--- src/rtl/ifu_step_ctrl_pkg.sv ---
// Shared constants and state encoding for the fetch / step-control stage.
// Imported by ifu_step_ctrl and its debouncer.
package ifu_step_ctrl_pkg;

  localparam int ADDR_W_DEF        = 6;
  localparam int TICK_BIT_FAST_DEF = 25;
  localparam int TICK_BIT_SLOW_DEF = 27;
  localparam int DB_CYCLES_DEF     = 1000000;

  localparam logic [1:0] S_IDLE  = 2'd0;
  localparam logic [1:0] S_LATCH = 2'd1;
  localparam logic [1:0] S_INCR  = 2'd2;

  typedef enum logic [1:0] {
    IDLE  = S_IDLE,
    LATCH = S_LATCH,
    INCR  = S_INCR
  } state_t;

  // Width of a counter that must reach n-1.
  function automatic int cnt_w(input int n);
    return (n > 1) ? $clog2(n) : 1;
  endfunction

endpackage

--- src/rtl/ifu_step_ctrl_btn_debounce.sv ---
// Push-button conditioner: 2-FF synchroniser, stability counter,
// and a single-cycle pulse on each accepted press.
module btn_debounce
  import ifu_step_ctrl_pkg::*;
#(
  parameter int DB_CYCLES = DB_CYCLES_DEF
) (
  input  logic clk,
  input  logic rstn,
  input  logic btn,
  output logic press
);

  localparam int CW = cnt_w(DB_CYCLES);
  localparam logic [CW-1:0] CNT_LAST = CW'(DB_CYCLES - 1);

  logic          sync1;
  logic          sync2;
  logic          stable;
  logic          stable_q;
  logic [CW-1:0] cnt;

  always_ff @(posedge clk or negedge rstn) begin
    if (!rstn) begin
      sync1 <= 1'b0;
      sync2 <= 1'b0;
    end else begin
      sync1 <= btn;
      sync2 <= sync1;
    end
  end

  // Any disagreement that clears before CNT_LAST is treated as bounce.
  always_ff @(posedge clk or negedge rstn) begin
    if (!rstn) begin
      cnt    <= '0;
      stable <= 1'b0;
    end else if (sync2 == stable) begin
      cnt <= '0;
    end else if (cnt == CNT_LAST) begin
      cnt    <= '0;
      stable <= sync2;
    end else begin
      cnt <= cnt + 1'b1;
    end
  end

  always_ff @(posedge clk or negedge rstn) begin
    if (!rstn) begin
      stable_q <= 1'b0;
    end else begin
      stable_q <= stable;
    end
  end

  assign press = stable & ~stable_q;

endmodule

--- src/rtl/ifu_step_ctrl.sv ---
// Fetch / step-control stage: owns the ROM address, latches the fetched
// word, and advances on a divided run tick or a debounced step press.
module ifu_step_ctrl
  import ifu_step_ctrl_pkg::*;
#(
  parameter int ADDR_W        = ADDR_W_DEF,
  parameter int TICK_BIT_FAST = TICK_BIT_FAST_DEF,
  parameter int TICK_BIT_SLOW = TICK_BIT_SLOW_DEF,
  parameter int DB_CYCLES     = DB_CYCLES_DEF
) (
  input  logic              clk,
  input  logic              rstn,
  input  logic              run_i,
  input  logic              speed_i,
  input  logic              hold_i,
  input  logic              step_btn_i,
  input  logic [ADDR_W-1:0] prog_len_i,
  input  logic [31:0]       im_data_i,
  output logic [ADDR_W-1:0] im_addr_o,
  output logic [31:0]       pc_o,
  output logic [31:0]       instr_o,
  output logic              instr_valid_o,
  output logic              wrap_o,
  output logic [1:0]        state_o
);

  logic [TICK_BIT_SLOW:0] div;
  logic                   sel;
  logic                   sel_q;
  logic                   tick;
  logic                   step;
  logic                   adv;
  logic [ADDR_W-1:0]      last;
  state_t                 state;

  always_ff @(posedge clk or negedge rstn) begin
    if (!rstn) begin
      div   <= '0;
      sel_q <= 1'b0;
    end else begin
      div   <= div + 1'b1;
      sel_q <= sel;
    end
  end

  assign sel  = speed_i ? div[TICK_BIT_SLOW] : div[TICK_BIT_FAST];
  assign tick = sel & ~sel_q;

  btn_debounce #(
    .DB_CYCLES (DB_CYCLES)
  ) u_db (
    .clk   (clk),
    .rstn  (rstn),
    .btn   (step_btn_i),
    .press (step)
  );

  always_comb begin
    adv = 1'b0;
    priority case (1'b1)
      hold_i:  adv = 1'b0;
      run_i:   adv = tick;
      default: adv = step;
    endcase
  end

  // prog_len_i == 0 wraps naturally to the all-ones address.
  assign last = prog_len_i - 1'b1;

  always_ff @(posedge clk or negedge rstn) begin
    if (!rstn) begin
      state         <= IDLE;
      im_addr_o     <= '0;
      instr_o       <= '0;
      instr_valid_o <= 1'b0;
      wrap_o        <= 1'b0;
    end else begin
      instr_valid_o <= 1'b0;
      wrap_o        <= 1'b0;
      case (state)
        LATCH: begin
          instr_o       <= im_data_i;
          instr_valid_o <= 1'b1;
          state         <= INCR;
        end
        INCR: begin
          if (im_addr_o >= last) begin
            im_addr_o <= '0;
            wrap_o    <= 1'b1;
          end else begin
            im_addr_o <= im_addr_o + 1'b1;
          end
          state <= IDLE;
        end
        default: begin
          state <= adv ? LATCH : IDLE;
        end
      endcase
    end
  end

  assign pc_o    = 32'({im_addr_o, 2'b00});
  assign state_o = state;

endmodule
--- config.mk ---
export PLATFORM = sky130hd
export DESIGN_NAME = ifu_step_ctrl
export DESIGN_NICKNAME = d
export VERILOG_FILES = /design/src/rtl/ifu_step_ctrl_pkg.sv /design/src/rtl/ifu_step_ctrl_btn_debounce.sv /design/src/rtl/ifu_step_ctrl.sv
export SDC_FILE = /design/constraint.sdc
export NUM_CORES = 1
export LEC_CHECK = 0
export CAP_MARGIN = 30
export CORE_ASPECT_RATIO = 0.75
export CORE_MARGIN = 5
export CORE_UTILIZATION = 54
export CTS_BUF_LIST = sky130_fd_sc_hd__clkbuf_2
export DETAILED_ROUTE_END_ITERATION = 8
export GPL_ROUTABILITY_DRIVEN = 0
export PLACE_DENSITY = 0.88
export SYNTH_ARGS = -nofsm -noshare
export SYNTH_HDL_FRONTEND = slang
export SYNTH_HIERARCHICAL = 1
export SYNTH_SLANG_ARGS = --single-unit
--- constraint.sdc ---
create_clock -name clk -period 2.5 [get_ports clk]
set_input_delay 0.75 -clock clk [delete_from_list [all_inputs] [get_ports clk]]
set_output_delay 0.75 -clock clk [all_outputs]
set_load 0.01 [all_outputs]
Word level (Yosys, flattened, before mapping)
Index checks and enable logic that the tools add are counted.
Widths: inputs -> output; s select.
{ "classes": {"n_bitwise": 5, "reduce_logical": 1, "multipliers": 0, "muxes": 11, "addsub": 4, "n_div": 0, "magnitude_cmp": 1, "n_shift": 0, "eq_ne": 4} }
{ "ops": {"columns": ["op", "count"], "rows": [
  ["$mux 20", 2],
  ["$add 28x1->28 const B", 1],
  ["$add 20x1->20 const B", 1],
  ["$eq 20x20->1 const B", 1],
  ["$mux 1", 7],
  ["$add 6x1->6 const B", 1],
  ["$ge 6x6->1", 1],
  ["$mux 6", 1],
  ["$sub 6x1->6 const B", 1],
  ["$pmux 2 s2", 1],
  ["$not 1->1", 3],
  ["$and 1x1->1", 2],
  ["$eq 2x1->1 const B", 1],
  ["$eq 2x2->1 const B", 1],
  ["$reduce_and 2->1", 1],
  ["$eq 1x1->1", 1]
]} }
{ "word_totals": {"register_bits": 95, "latchBits": 0, "output_inout_bits": 74, "ram_bits": 0, "mem_count": 0, "input_bits": 44, "word_cells": 38, "rom_bits": 0} }

Logic depth before layout (Yosys ltp)
Gate-level depths: netlist of run 1.
{ "depth": {"depth_word": 6, "mapped_depth": 9, "depth_no_buf": 9} }

Cells and area by module
Netlist of run 1, hierarchy kept.
{ "by_module_without_submodules": {"columns": ["mod", "cells_each", "seq_area_each_um2", "area_each_um2", "n_inst"], "rows": [
  ["ifu_step_ctrl", 272, 1751.7, 3314.4, 1],
  ["btn_debounce", 110, 600.6, 1146.1, 1]
]} }

Worst setup path before layout of run 1
Ideal clock, no wire load.
{ "synth_path": {"kind": "input port to flip-flop", "start": "input prog_len_i[1]", "end": "register wrap_o", "path_stages": 8, "path_buffers": 0, "setup_time_ps": 119, "arrival_ps": 2335, "slack_ps": 46, "required_time_ps": 2381, "cell_sequence": "or3_1 -> nor3_1 -> xnor2_1 -> ha_1 -> a21oi_1 -> o21a_1 -> o21ai_0 -> and2_1"} }
{ "synth_between": {"elab_chain_len": 4} }
{ "synth_lines": {"columns": ["item", "line_no", "source"], "rows": [
  ["start: declaration", "ifu_step_ctrl.sv:17", "input logic [ADDR_W-1:0] prog_len_i,"],
  ["$sub 6x1->6", "ifu_step_ctrl.sv:68", "assign last = prog_len_i - 1'b1;"],
  ["$ge 6x6->1", "ifu_step_ctrl.sv:87", "if (im_addr_o >= last) begin"],
  ["$mux 1", "ifu_step_ctrl.sv:87", null],
  ["$mux 1", "ifu_step_ctrl.sv:80", "case (state)"],
  ["end signal: assignment", "ifu_step_ctrl.sv:76", "wrap_o <= 1'b0;"],
  ["end signal: assignment", "ifu_step_ctrl.sv:79", "wrap_o <= 1'b0;"],
  ["end signal: assignment", "ifu_step_ctrl.sv:89", "wrap_o <= 1'b1;"],
  ["end: declaration", "ifu_step_ctrl.sv:23", "output logic wrap_o,"]
]} }
Every way passes these cells.
A chain may end at the register's enable or synchronous reset.

Worst setup path after layout of run 1
{ "layout_path": {"start": "input prog_len_i[1]", "end": "register im_addr_o[1]"} }
{ "layout_between": {"elab_chain_len": 3} }
{ "layout_lines": {"columns": ["item", "line_no", "source"], "rows": [
  ["$sub 6x1->6", "ifu_step_ctrl.sv:68", null],
  ["$ge 6x6->1", "ifu_step_ctrl.sv:87", null],
  ["$mux 6", "ifu_step_ctrl.sv:87", null],
  ["end signal: assignment", "ifu_step_ctrl.sv:91", "im_addr_o <= im_addr_o + 1'b1;"],
  ["end: declaration", "ifu_step_ctrl.sv:19", "output logic [ADDR_W-1:0] im_addr_o,"]
]} }
Every way passes these cells.

==> metrics.cfg, run 1 <==
[die]
io_pins=118
die_w_um=114.9
start_util_pct=55.84
dieArea_um2=10200
coreArea_um2=7988
rows=28
die_height_um=88.71

[routing]
drc_errors=0
dr.first_iter.drc_count=193
firstDrtPassIters=4
ant_nets=0
drt_wl_total_mm=8.806
avgRoutedWirePerCell_um=14.98
vias=3089
via_per_inst=5.253

[synth]
ys_seq_area_share_pct=52.73
synth_edf_count=0
synth_top_family_by_area=simple AND/OR/NAND/NOR gates
async_flop_share_pct=100.0
muxShareOfSynthArea_pct=9.032
synthCells=382
synth_area_um2=4461
ys.flop_type=dfrtp_1
synth_cell_types=39
ys_ff_latch=94
synthAdderAreaFrac_pct=3.366
synthSimpleGateAreaFrac_pct=15.20
synthXorXnorAreaFrac_pct=9.425
synth-compound-area-share_pct=2.637
yosys_warnings=6
syn_avg_cell_area_um2=11.68

[timing]
finalCritPeriodShare_pct=95.81
setup_tns_ns=0
hold_violations=0
finClkSkew_ns=0.02328
rsz0062_at_grt=false
slew_viol_final=0
setup_ws_ns=0.1047
setup_viol=0
max_freq_mhz=417.5
whs_ns=0.08056
fin_crit_ns=2.395
relSlewSlack_pct=63.93
tightestPinTransition_ns=0.5370

[layout]
seq_area_um2=2352
fin_util_pct=69.06
fin_cells=588
fin_nets=534
antennaDiodeCount=0
final_cell_area_um2=5517
drive_above_1_share_pct=13.66
multi_input_area_um2=1872
areaGrowthSynthToFinish_pct=23.67
fillCellCount=570

[flow_run]
max-cap-violations=0

[power]
ir_worst_vdd_uv=271.5
p_total_mw=2.427
leakage_nw=2.540
power_density_nw_per_um2=440.0

[clocking]
clk_path_buf_depth=2
cts_max_level=3
cts_buffers=9
cts_setup_buffers=0
cts_tree=built
root_buffer=clkbuf_2
insertion_delay_ns=0.52
clk_pin_slew_ns=0.25
cts.sinks=94

[global_route]
grt_pass1_wl_mm=15.03
grt_usage_pct=18.32
grt_pass1_vias=3211
grt_max_degree=69
antenna_found_initial=0
overflow=0

[setup_path]
crit_type=input port to flip-flop
cp.depth=8
cp_max_fo=5
cp_data_required_time_ns=2.91
cp_slowest_cell=clkdlybuf4s50_1
crit_path_start_kind=input port
cp_cell_sequence=clkdlybuf4s50_1 > or3_1 > buf_4 > xor2_1 > ha_1 > nand4_1 > o21ai_1 > o22ai_1
reg2reg_depth=5
cpPeakStageDelay_ns=0.42
crit_path_end_kind=flip-flop
critPathArrivalTime_ns=2.80
critPathTopFamily=buffers and inverters
cp_num_buf_inv=2

[place]
dp_slack_ns=-0.6203
place_hpwl_mm=6.606
post_dp_cell_area_um2=5403
placedCellCount=572
port_buffers=91

[hold_path]
hold_class=input port to async pin

[outcome]
status=completed

[where the power goes]
group          leakage [nW]  internal, mW  switching (mW)
clock network        0.0688         0.226           0.492
logic                  1.21        0.0881          0.0858
registers              1.26          1.53         0.00624
[synth_stat cells (all sizes together) (3+ instances only)]
master | count | area (um2)
nand2 | 17 | 63.81
ha | 12 | 150.1
dfrtp | 94 | 2352
and2 | 3 | 18.77
buf | 38 | 267.8
mux2 | 34 | 382.9
nor2 | 25 | 93.84
o21ai | 6 | 33.78
xnor2 | 32 | 280.3
and3 | 7 | 43.79
inv | 15 | 56.30
a21oi | 8 | 40.04
nand4 | 12 | 111.4
nor4 | 8 | 86.33
xor2 | 16 | 140.1
nor3 | 7 | 35.03
and4 | 6 | 52.55
clkbuf | 3 | 11.26
or3 | 3 | 18.77
nand3 | 19 | 95.09
[cell usage in the layout, fill, tap and decap left out, types with 4 or more instances in the layout]
cell             synthesis  layout
nor4_1                   5       5
buf_4                   33      10
nor2_1                  25      25
nand4_1                  9       9
nand3_1                 19      19
o21ai_0                  5       4
clkdlybuf4s50_1          0      90
inv_1                   15      15
xor2_1                  16      16
conb_1                   1      26
and3_1                   7       7
nand2_1                 17      17
xnor2_1                 32      32
a21oi_1                  8       8
nor3_1                   7       6
clkbuf_2                 0       9
mux2_2                  34      34
ha_1                    12      12
dfrtp_1                 94      94
and4_1                   6       6
[flip-flops by register name, summed over array words and instances, names as in the netlist, 6 cells and up]
| name | count |
|---|---|
| im_addr_o | 6 |
| instr_o | 32 |
| u_db/cnt | 20 |
| div | 28 |
[path summary, 6_finish.rpt]
kind                                from      endpoint  slack (ns)
max in group asynchronous           rstn       div[21]        1.72
min reg2reg                   u_db/sync1    u_db/sync2        0.42
max                        prog_len_i[1]  im_addr_o[1]        0.10
min in group clk              u_db/sync1    u_db/sync2        0.42
max reg2reg                  u_db/cnt[0]  u_db/cnt[18]        0.60
min                                 rstn   instr_o[10]        0.08
[per-layer routing]
layer / up-vias / track usage (%) / part of all wire (%)
li1: 1448 / - / -
met1: 1507 / 22.63 / 40
met2: 131 / 30.36 / 49
met3: 3 / 7.245 / 11
met4: 0 / 4.904 / 0.20
met5: - / 0 / 0
[cell families (layout without fill, tap and decap cells)]
kind of cell               after synthesis  count (layout)
DFF                                     94              94
xor gates and xnor gates                48              48
muxes                                   36              36
and+or+nand+nor                        115             115
buffers and inverters                   56             132
AOI/OAI and AO/OA                       20              20
other                                    1              26
adders and majority gates               12              12
[final cells by class]
| type | instances | share of cell area (%) |
|---|---|---|
| Sequential cell | 94 | 42.64 |
| Multi-Input combinational cell | 257 | 33.93 |
| Tap cell | 105 | 2.381 |
| Inverter | 15 | 1.021 |
| Timing Repair Buffer | 101 | 18.05 |
| Clock buffer | 9 | 0.8165 |
| Clock inverter | 7 | 1.157 |
[repair_timing]
item / 4_1_cts / 5_1_grt
endpoints found under the setup margin: 3 / 7
hold buffers: 0 / 0
hold endpoints to repair: 0 / 0
gates resized for setup: 1 / 1
(Power assumes the default switching activity.)
==> inputs of run 2 (changes only) <==
CORE_ASPECT_RATIO = 1.25   (was 0.75)
CTS_CLUSTER_SIZE = 10   (was unset)
==> run 2 against run 1 <==
Compared with the run above:
- critical path depth fell by 7
- clock skew rose by 0.011 ns
- largest power group unchanged
- total power fell by 3.7%
- global-route usage fell by 0.68 points
- sequential share of layout area rose by 0.15 points
- highest routed layer unchanged
==> metrics.cfg, run 2 (synthesis gave the netlist of run 1 again) <==
[routing]
ant_nets=0
firstDrtPassIters=4
dr.first_iter.drc_count=119
avgRoutedWirePerCell_um=15.20
drc_errors=0
drt_wl_total_mm=8.849
vias=3110
via_per_inst=5.344

[layout]
regMostFlops=instr_o
fin_nets=536
largest_register_ffs=32
reg.largest.list=instr_o (32), div (28), u_db/cnt (20)
areaGrowthSynthToFinish_pct=23.45
final_cell_mix=dfrtp_1 (91), clkdlybuf4s50_1 (90), mux2_2 (34), xnor2_1 (32), conb_1 (26)
fin_util_pct=67.58
final_common_cell=dfrtp_1
fillCellCount=577
drive_above_1_share_pct=14.85
antennaDiodeCount=0

[place]
place_hpwl_mm=6.902
port_buffers=91
dp_slack_ns=-0.5896

[timing]
setup_viol=0
slew_viol_final=0
hold_violations=0
tightestPinTransition_ns=0.6068
max_freq_mhz=420.6
finalCritPeriodShare_pct=95.11
fin_crit_ns=2.378
relSlewSlack_pct=59.17
finClkSkew_ns=0.03416
rsz0062_at_grt=false
setup_ws_ns=0.1223

[global_route]
overflow=0
grt_max_degree=47
antenna_found_initial=0
grt_usage_pct=17.64
grt_pass1_wl_mm=14.84
grt_pass1_vias=3138

[power]
ir_worst_vdd_uv=231.3
p_total_mw=2.337
leakage_nw=2.535
power_density_nw_per_um2=424.4

[setup_path]
cp_data_required_time_ns=1.75
cp_num_buf_inv=1
cpPeakStageDelay_ns=0.58
cp_cell_sequence=clkdlybuf4s50_1
critPathTopFamily=buffers and inverters
crit_path_start_kind=flip-flop
r2r_setup_slack_ns=0.70
cp_slowest_cell=clkdlybuf4s50_1
critPathArrivalTime_ns=1.63
crit_type=flip-flop to output pin
crit_path_end_kind=output pin
cp_max_fo=6

[die]
rows=37
die_w_um=91.29
coreArea_um2=8148
die_height_um=111.6
dieArea_um2=10190
io_pins=118
start_util_pct=54.75

[clocking]
root_buffer=clkbuf_2
clk_path_buf_depth=2
cts_max_level=3
insertion_delay_ns=0.54
clk_pin_slew_ns=0.24
cts_buffers=9
cts_tree=built
cts.sinks=94

[hold_path]
hold_class=flip-flop to flip-flop

[flow_run]
max-cap-violations=0

[outcome]
status=completed

[run 2: report_power, final]
part	switching [mW]	leakage, nW	total [mW]	internal [mW]
clock	0.494	0.0557	0.625	0.131
sequential	0.00574	1.26	1.53	1.53
combinational	0.0869	1.22	0.177	0.0900
[run 2: what timing repair did]
item / CTS / global route
endpoints found under the setup margin: 0 / 12
hold buffers: 0 / 1
resized for setup: 0 / 5
setup buffers: 0 / 0
endpoints found under the hold margin: 0 / 2
[run 2: metal layers]
metal  global-route usage (%)  vias up  wire, um
met1                    20.07     1526      3520
met4                    7.436        0       199
met5                        0        -         0
met2                    30.99      109      4564
li1                         -     1459         -
met3                    4.662       16       564
[run 2: layout make-up]
type | instances | area (um2) | share of cell area (%)
sequential | 94 | 2356 | 42.79
multi-input combinational | 257 | 1872 | 33.99
timing repair buffer | 103 | 1013 | 18.40
tap | 97 | 121.4 | 2.204
inverter | 15 | 56.30 | 1.022
clock buffer | 10 | 50.05 | 0.9089
clock inverter | 6 | 37.54 | 0.6817
[run 2: final timing paths]
path | startpoint | to | cells past startpoint
max | im_addr_o[2] | pc_o[4] | 1
min | u_db/sync1 | u_db/sync2 | 0
max reg2reg | u_db/cnt[0] | u_db/cnt[18] | 5
min reg2reg | u_db/sync1 | u_db/sync2 | 0
max in group asynchronous | rstn | u_db/cnt[17] | 3
min in group asynchronous | rstn | div[4] | 2
[run 2: stage by stage]
| step | TNS, ns | hold slack (ns) | instances | cell area [um2] |
|---|---|---|---|---|
| after CTS | 0 | 0.01550 | 581 | 5488 |
| after detailed placement | -3.587 | 0.3418 | 565 | 5400 |
| final | 0 | 0.3825 | 582 | 5507 |
| after floorplan | 0 | 0.3312 | 407 | 4554 |
| after global placement | -2.802 | 0.3389 | 565 | 5400 |
| after global routing | 0 | 0.4146 | 582 | 5507 |
[run 2: worst reg2reg max path: cells and delay by family (launching register included)]
kind,cells,cell delay [ns]
muxes,1,0.12
and+or+nand+nor,3,0.94
adders and majority gates,1,0.22
DFF,1,0.46
